--- config.mk ---
export PLATFORM = sky130hd
export DESIGN_NAME = clue_stream_parser
export DESIGN_NICKNAME = d
export VERILOG_FILES = /design/src/rtl/clue_stream_parser.sv
export SDC_FILE = /design/constraint.sdc
export NUM_CORES = 1
export LEC_CHECK = 0
export CORE_ASPECT_RATIO = 1.1
export CORE_MARGIN = 2
export CORE_UTILIZATION = 63
export DETAILED_ROUTE_END_ITERATION = 10
export GPL_TIMING_DRIVEN = 0
export HOLD_SLACK_MARGIN = 0.12
export PLACE_DENSITY = 0.94
export SLEW_MARGIN = 20
export SYNTH_ARGS = -nofsm -noshare
export SYNTH_HDL_FRONTEND = slang
export SYNTH_SLANG_ARGS = --single-unit
export TNS_END_PERCENT = 50
--- constraint.sdc ---
create_clock -name clk -period 9.23 [get_ports clk]
set_input_delay 1.846 -clock clk [delete_from_list [all_inputs] [get_ports clk]]
set_output_delay 1.846 -clock clk [all_outputs]
set_load 0.01 [all_outputs]
--- src/rtl/clue_stream_parser.sv ---
`default_nettype none
// +----------------------------------------------------------------------------+
// | clue_stream_parser: decodes the board byte stream into BRAM clue words.      |
// | Rev 1.0 - initial parametrised release                                      |
// +----------------------------------------------------------------------------+
module clue_stream_parser #(
  parameter int MAX_DIM    = 64,
  parameter int MAX_CLUES  = 32,
  parameter int WORD_WIDTH = 16,
  parameter int ADDR_WIDTH = 12,
  parameter int BASE_ADDR  = 0
) (
  input  logic                  clk,
  input  logic                  rst,
  input  logic [7:0]            byte_in,
  input  logic                  valid_in,
  output logic                  write_ready,
  output logic [ADDR_WIDTH-1:0] write_index,
  output logic [WORD_WIDTH-1:0] assignment,
  output logic                  board_done,
  output logic                  error,
  output logic                  busy,
  output logic [15:0]           n,
  output logic [15:0]           m
);

  typedef enum logic [2:0] {
    N_HI  = 3'd0,
    N_LO  = 3'd1,
    M_HI  = 3'd2,
    M_LO  = 3'd3,
    COUNT = 3'd4,
    CLUE  = 3'd5,
    ERROR = 3'd6
  } state_t;

  localparam logic [15:0]         C_MAX_DIM   = 16'(MAX_DIM);
  localparam logic [8:0]          C_MAX_CLUES = 9'(MAX_CLUES);
  localparam logic [ADDR_WIDTH:0] C_BASE      = (ADDR_WIDTH+1)'(BASE_ADDR);

  state_t                r_state, w_state_nxt;
  logic [7:0]            r_hi, w_hi_nxt;
  logic [15:0]           r_n_tmp, w_n_tmp_nxt;
  logic [15:0]           w_n_nxt, w_m_nxt;
  logic [15:0]           r_line, w_line_nxt;
  logic [7:0]            r_kleft, w_kleft_nxt;
  logic [16:0]           r_acc, w_acc_nxt;
  logic                  r_first, w_first_nxt;
  // One extra bit so a wrapped address is detectable before the write.
  logic [ADDR_WIDTH:0]   r_addr, w_addr_nxt;
  logic                  w_wr, w_done, w_err_nxt, w_busy_nxt;
  logic [ADDR_WIDTH-1:0] w_wr_idx;
  logic [WORD_WIDTH-1:0] w_wr_data;

  logic [15:0] w_m_val;
  logic [16:0] w_total;
  logic        w_last_line;
  logic [15:0] w_len;
  logic [16:0] w_acc_new;
  logic        w_ovf;

  assign w_m_val     = {r_hi, byte_in};
  assign w_total     = {1'b0, n} + {1'b0, m};
  assign w_last_line = (({1'b0, r_line} + 17'd1) == w_total);
  assign w_len       = (r_line < n) ? m : n;
  assign w_acc_new   = r_acc + 17'(byte_in) + (r_first ? 17'd0 : 17'd1);
  assign w_ovf       = r_addr[ADDR_WIDTH];

  always_comb begin
    w_state_nxt = r_state;
    w_hi_nxt    = r_hi;
    w_n_tmp_nxt = r_n_tmp;
    w_n_nxt     = n;
    w_m_nxt     = m;
    w_line_nxt  = r_line;
    w_kleft_nxt = r_kleft;
    w_acc_nxt   = r_acc;
    w_first_nxt = r_first;
    w_addr_nxt  = r_addr;
    w_wr        = 1'b0;
    w_wr_idx    = r_addr[ADDR_WIDTH-1:0];
    w_wr_data   = '0;
    w_done      = 1'b0;
    w_err_nxt   = error;
    w_busy_nxt  = busy;

    if (valid_in) begin
      case (r_state)
        N_HI: begin
          w_hi_nxt    = byte_in;
          w_busy_nxt  = 1'b1;
          w_state_nxt = N_LO;
        end
        N_LO: begin
          w_n_tmp_nxt = {r_hi, byte_in};
          w_state_nxt = M_HI;
        end
        M_HI: begin
          w_hi_nxt    = byte_in;
          w_state_nxt = M_LO;
        end
        M_LO: begin
          if (r_n_tmp == 16'd0 || r_n_tmp > C_MAX_DIM ||
              w_m_val == 16'd0 || w_m_val > C_MAX_DIM) begin
            w_state_nxt = ERROR;
          end else begin
            w_n_nxt     = r_n_tmp;
            w_m_nxt     = w_m_val;
            w_line_nxt  = 16'd0;
            w_addr_nxt  = C_BASE;
            w_state_nxt = COUNT;
          end
        end
        COUNT: begin
          if ({1'b0, byte_in} > C_MAX_CLUES || w_ovf) begin
            w_state_nxt = ERROR;
          end else begin
            w_wr       = 1'b1;
            w_wr_data  = {1'b1, (WORD_WIDTH-1)'(r_line)};
            w_addr_nxt = r_addr + 1'b1;
            w_kleft_nxt = byte_in;
            w_acc_nxt   = 17'd0;
            w_first_nxt = 1'b1;
            if (byte_in != 8'd0) begin
              w_state_nxt = CLUE;
            end else if (w_last_line) begin
              w_done      = 1'b1;
              w_busy_nxt  = 1'b0;
              w_addr_nxt  = C_BASE;
              w_state_nxt = N_HI;
            end else begin
              w_line_nxt = r_line + 16'd1;
            end
          end
        end
        CLUE: begin
          if (byte_in == 8'd0 || w_acc_new > {1'b0, w_len} || w_ovf) begin
            w_state_nxt = ERROR;
          end else begin
            w_wr        = 1'b1;
            w_wr_data   = {1'b0, (WORD_WIDTH-1)'(byte_in)};
            w_addr_nxt  = r_addr + 1'b1;
            w_acc_nxt   = w_acc_new;
            w_first_nxt = 1'b0;
            w_kleft_nxt = r_kleft - 8'd1;
            if (r_kleft == 8'd1) begin
              if (w_last_line) begin
                w_done      = 1'b1;
                w_busy_nxt  = 1'b0;
                w_addr_nxt  = C_BASE;
                w_state_nxt = N_HI;
              end else begin
                w_line_nxt  = r_line + 16'd1;
                w_state_nxt = COUNT;
              end
            end
          end
        end
        default: w_state_nxt = ERROR;
      endcase
    end

    // Entering ERROR from any state: flag it and drop busy in the same step.
    if (w_state_nxt == ERROR) begin
      w_err_nxt  = 1'b1;
      w_busy_nxt = 1'b0;
    end
  end

  always_ff @(posedge clk) begin
    if (rst) begin
      r_state     <= N_HI;
      r_hi        <= '0;
      r_n_tmp     <= '0;
      n           <= '0;
      m           <= '0;
      r_line      <= '0;
      r_kleft     <= '0;
      r_acc       <= '0;
      r_first     <= 1'b0;
      r_addr      <= C_BASE;
      write_ready <= 1'b0;
      write_index <= '0;
      assignment  <= '0;
      board_done  <= 1'b0;
      error       <= 1'b0;
      busy        <= 1'b0;
    end else begin
      r_state     <= w_state_nxt;
      r_hi        <= w_hi_nxt;
      r_n_tmp     <= w_n_tmp_nxt;
      n           <= w_n_nxt;
      m           <= w_m_nxt;
      r_line      <= w_line_nxt;
      r_kleft     <= w_kleft_nxt;
      r_acc       <= w_acc_nxt;
      r_first     <= w_first_nxt;
      r_addr      <= w_addr_nxt;
      write_ready <= w_wr;
      board_done  <= w_done;
      error       <= w_err_nxt;
      busy        <= w_busy_nxt;
      if (w_wr) begin
        write_index <= w_wr_idx;
        assignment  <= w_wr_data;
      end
    end
  end

endmodule
`default_nettype wire

-- Yosys cells after proc, flatten, opt, wreduce, memory -nomap -nowiden
Cells that the tools add are included.
- register bits after elaboration: 146
- latch bits: 0
- bits in writable memories: 0
- ROM bits: 0
- input bits: 11
- output and inout port bits: 64
- logic and storage cells: 121
- memories: 0
- add/sub/neg operators: 7
- multipliers: 0
- divide/modulo/power cells: 0
- order comparisons: 5
- equal/unequal tests: 13
- shifts and indexed selects: 0
- muxes and demuxes: 54
- bitwise operators: 2
- reduce and logical (&&, ||, !) cells: 24
- operators with widths (cell ; count):
    16-bit 2-to-1 mux ; 9
    13-bit 2-to-1 mux ; 6
    16-bit one-hot mux with 3 select lines ; 1
    13-bit one-hot mux with 3 select lines ; 1
    17-bit 2-to-1 mux ; 2
    17-bit one-hot mux with 2 select lines ; 1
    16-bit by 7-bit greater-than comparator with 1-bit output, second input constant ; 2
    16-bit zero test ; 2
    16-bit one-hot mux with 2 select lines ; 1
    8-bit 2-to-1 mux ; 3
    3-bit 2-to-1 mux ; 7
    3-bit one-hot mux with 6 select lines ; 1
    16-bit by 1-bit adder with 17-bit output, second input constant ; 1
    16-bit by 16-bit adder with 17-bit output ; 1
    17-bit by 1-bit adder with 17-bit output ; 1
    17-bit by 8-bit adder with 17-bit output ; 1
    17-bit equality test ; 1
    17-bit by 16-bit greater-than comparator with 1-bit output ; 1
    16-bit by 1-bit adder with 16-bit output, second input constant ; 1
    16-bit < comparator ; 1
    1-bit 2-to-1 mux ; 16
    8-bit one-hot mux with 2 select lines ; 1
    13-bit by 1-bit adder with 13-bit output, second input constant ; 1
    2-bit != test, second input constant ; 5
    other kinds (23) ; 38

-- Depth between registers and ports, before layout
- depth in word-level cells: 10
- mapped depth: 24

-- Least setup slack after synthesis
OpenSTA, ideal clock, no wires.
- kind: input -> register
- start point: in byte_in[0]
- end point: reg r_acc[15]
- setup time: 70 ps
- data arrival time: 5853 ps
- required time: 9160 ps
- path slack: 3306 ps
- cell stages on the path: 19
- buffers on the path: 1
- path through: fa_1 inv_1 fa_1 nor2b_1 o31a_1 or3_1 and2_1 nand2_1 xnor2_1 ha_1 a21o_1 a211oi_1 o21ai_0 o31ai_1 nand3_1 nor3_1 clkbuf_1 nand2_1 a21oi_1
- word-level cells in the longest chain between the ends: 7
- elaborated cells on any way between the ends: 13
- classes of those cells: add/sub: 2; order compare: 2; eq/ne: 2; mux: 2; reduce/logical: 5
- RTL lines (what ; line ; source):
    from (decl) ; 15 ; input logic [7:0] byte_in,
    17-bit by 8-bit adder with 17-bit output ; 66 ; assign w_acc_new = r_acc + 17'(byte_in) + (r_first ? 17'd0 : 17'd1);
    17-bit by 1-bit adder with 17-bit output ; 66 ;
    17-bit by 16-bit greater-than comparator with 1-bit output ; 137 ; if (byte_in == 8'd0 || w_acc_new > {1'b0, w_len} || w_ovf) begin
    1-bit logical OR (2 in a row) ; 137 ;
    2-bit != test (no source line) ; n/a ;
    4-bit AND reduction (no source line) ; n/a ;
    to (signal assigned) ; 196 ; r_acc <= w_acc_nxt;
    to (decl) ; 47 ; logic [16:0] r_acc, w_acc_nxt;
Several ways; a longest one is shown, not always the timed one. The select of a mux whose other input is x is not followed.
A chain may end at the register's enable or synchronous reset.

-- Final worst setup path
- start point: in byte_in[1]
- end point: reg r_acc[1]
Same word-level chain as after synthesis.

==> run metrics <==
DIE WIDTH 116 µm; Req. time, crit path 9.60 ns; Final Hold Vio Count 0; Bufs and invs on worst path 2; # diodes 0; unrepaired setup endpoints after global routing no; global route overflow 0; root buf cell clkbuf_16; post-place instance area 9680 µm²; sequential fraction of the synthesis area 33.6%; CTS sink count 146; outcome complete, no violations; Setup crit end kind flip-flop; clock share of power 47.6%; Vias/cell 6.31; Synth warnings 0; Avg WL per Cell 18.7 µm; initial antenna violation count 0; TritonCTS Buffers 17; Mapped Nets 1153; Resize count post-CTS 0; CTS tree done; dominant synthesized flop cell dfxtp_1; Max-slew headroom 41.8%; ys async rst share 0%; Core ar. 13700 µm²; Final #Nets 1246; Antenna Nets Post-Route 0; share of Yosys cell area claimed by the top area cell type 33.6%; CP startpoint kind input pin; final setup vio count 0; Crit path largest cell delay 0.74 ns; peak supply drop 0.125 mV; DRC 0; final core area utilization 74.8%; Tcrit/Tclk final 80.4%; post-DP HPWL 18600 µm; Pre-antenna DRT Iters 5; Avg Cell Area, Syn 8.05 µm²; Top Family by Delay on Critical Path compound AO/OA/AOI/OAI gates; WL final 25800 µm; synthesized instance count 1081; max-cap viol count 0; num rows 45; Pins Over Slew Limit 0; #FFs+latches synth 146; Sw Ratio 26.0%; gpl congestion 0.978; worst skew pair latency 0.44 ns; Max Freq 135 MHz; Net Sw Power 0.356 mW; worst-path cell chain clkdlybuf4s50_1 > ha_1 > a21o_1 > a21oi_1 > o21bai_1 > a31o_2 > a41oi_1 > nor2_1 > xor2_1 > ha_1 > a211oi_1 > o21ai_0 > o31ai_1 > nand3_1 > nor3_2 > clkbuf_1 > nand2_1 > a21oi_1; Pint 1.01 mW; Worst Max-Slew Pin Slew 0.866 ns; cts hold-fix bufs 0; Vias 8674; Clk pin slew, worst setup/hold paths 0.07 ns; first-pass GRT wire length 40800 µm; leakage power 4.12 nW; H-tree depth 4; Crit Path Category input pin to flip-flop; sequential share of power 46.7%; Critical Path Fanout Max 10; DR iter-0 viols 840; # port buffers 73; area grow syn2layout 17.6%; layout cells sized above 1 4.80%; vias in the first global route 8238; Finished Cell Area 10200 µm²; GRT Resource Usage Total 35.5%; synthesized area 8710 µm²; post-synth top area cell dfxtp_1; largest cells by area after synthesis dfxtp_1 (34%), ha_1 (8.3%), nand2_1 (6.6%), a21oi_1 (5.7%), xnor2_1 (4.1%); min Tclk post-route 7.42 ns; clk buf depth 2; crit path DAT 7.78 ns; final clock skew 0.0104 ns; EDFF count, synth 0; Post-CTS Repair Setup Buffers 0; pin count of the biggest net entering global routing 17; part of the power in combinational logic 5.7%; setup TNS 0 ns; Die Span Y 127 µm; die area 14800 µm²; Unique masters post-synth 63; Initial Utilization 63.6%; Cell Pwr Density 134 nW/µm²; Hold/Removal Path Class flip-flop to flip-flop; Crit-path slowest cell clkdlybuf4s50_1; # IOs 75
-- per-stage QoR --
stage / power [mW] / hold WS, ns / setup WS, ns / cells
CTS: 1.36 / 0.460 / 1.72 / 1375
detailed placement: 0.727 / 0.450 / 1.42 / 1343
floorplan: 0.699 / 0.436 / 3.31 / 1081
global placement: 0.725 / 0.435 / 1.51 / 1342
finish: 1.37 / 0.459 / 1.81 / 1375
global route: 1.40 / 0.473 / 1.63 / 1375
-- synth_stat cells (9+ instances only) --
| library cell | number |
|---|---|
| xor2_1 | 19 |
| nand4_1 | 16 |
| ha_1 | 58 |
| a22oi_1 | 20 |
| mux2i_1 | 31 |
| a31oi_1 | 10 |
| nor4_1 | 13 |
| inv_1 | 43 |
| clkbuf_1 | 48 |
| dfxtp_1 | 146 |
| nand3_1 | 36 |
| nand3b_1 | 11 |
| or3_1 | 9 |
| a22o_1 | 10 |
| nand2_1 | 152 |
| a21o_1 | 13 |
| nor2_1 | 90 |
| o21ai_0 | 32 |
| nor3_1 | 27 |
| a21oi_1 | 100 |
| and2_1 | 23 |
| xnor2_1 | 41 |
| nor2b_1 | 12 |
-- power by group through the flow --
stage	sequential (mW)	clock [mW]	combinational [mW]
floorplan	0.652	0	0.0474
global placement	0.653	0	0.0724
detailed placement	0.653	0	0.0742
CTS	0.639	0.649	0.0752
global route	0.639	0.682	0.0835
finish	0.639	0.651	0.0776
-- layer usage --
| layer | share of wire, % | wire [µm] | track usage, % |
|---|---|---|---|
| met1 | 38 | 9760 | 41.6 |
| met4 | 5.6 | 1430 | 22.5 |
| met2 | 48 | 12300 | 58.9 |
| met3 | 8.6 | 2230 | 7.12 |
| met5 | 0 | 0 | 0 |
-- path summary, 6_finish.rpt --
kind,from,end,slack (ns),cells past startpoint
hold reg to reg,r_n_tmp[14],r_n_tmp[14],0.46,2
hold / removal,r_n_tmp[14],r_n_tmp[14],0.46,2
setup / recovery,byte_in[1],r_acc[1],1.81,18
setup reg to reg,n[1],r_acc[1],2.66,22
-- kinds of logic (layout without fill, tap and decap cells) --
kind of cell    Yosys count  in the layout  share of synthesized area, %
simple gates            427            427                          23.9
compound gates          248            248                          18.1
flops                   146            146                          33.6
buf+inv                 104            210                          4.81
xor+xnor                 63             63                          6.84
fa+ha+maj                61             61                          9.02
mux                      32             32                          3.69
-- sequential cells by signal, summed over array words and instances, names as in the netlist, 3 cells and up --
register     flops
r_acc           17
assignment      16
m               16
n               16
r_line          16
r_n_tmp         16
r_addr          13
write_index     12
r_hi             8
r_kleft          8
r_state          3
-- layout by cell type (no fill, tap or decap), types with 13 or more instances in the layout --
cell type and n:
ha_1 58, xnor2_1 41, nand2_1 152, a22oi_1 20, clkbuf_1 49, dfxtp_1 146, inv_1 43, mux2i_1 31
o21ai_0 32, nand4_1 16, clkbuf_16 17, xor2_1 19, nor3_1 26, a21oi_1 100, nor2_1 90, nand3_1 36
clkdlybuf4s50_1 73, and2_1 23, a21o_1 13
-- area by class of cell --
| class | count | area (µm²) |
|---|---|---|
| Buffer | 60 | 254 |
| Clock buffer | 18 | 429 |
| Clock inverter | 14 | 121 |
| Fill cell | 972 | 3440 |
| Inverter | 44 | 165 |
| Multi-Input combinational cell | 831 | 5380 |
| Sequential cell | 146 | 2920 |
| Tap cell | 188 | 235 |
| Timing Repair Buffer | 74 | 736 |
-- worst min-delay path, delay by kind of cell, from the launching register on --
kind	cells	cell delay, ns
AND/OR/NAND/NOR	1	0.05
flip-flops	1	0.31
AO/OA/AOI/OAI	1	0.05
Power figures use the tool's default switching activity.
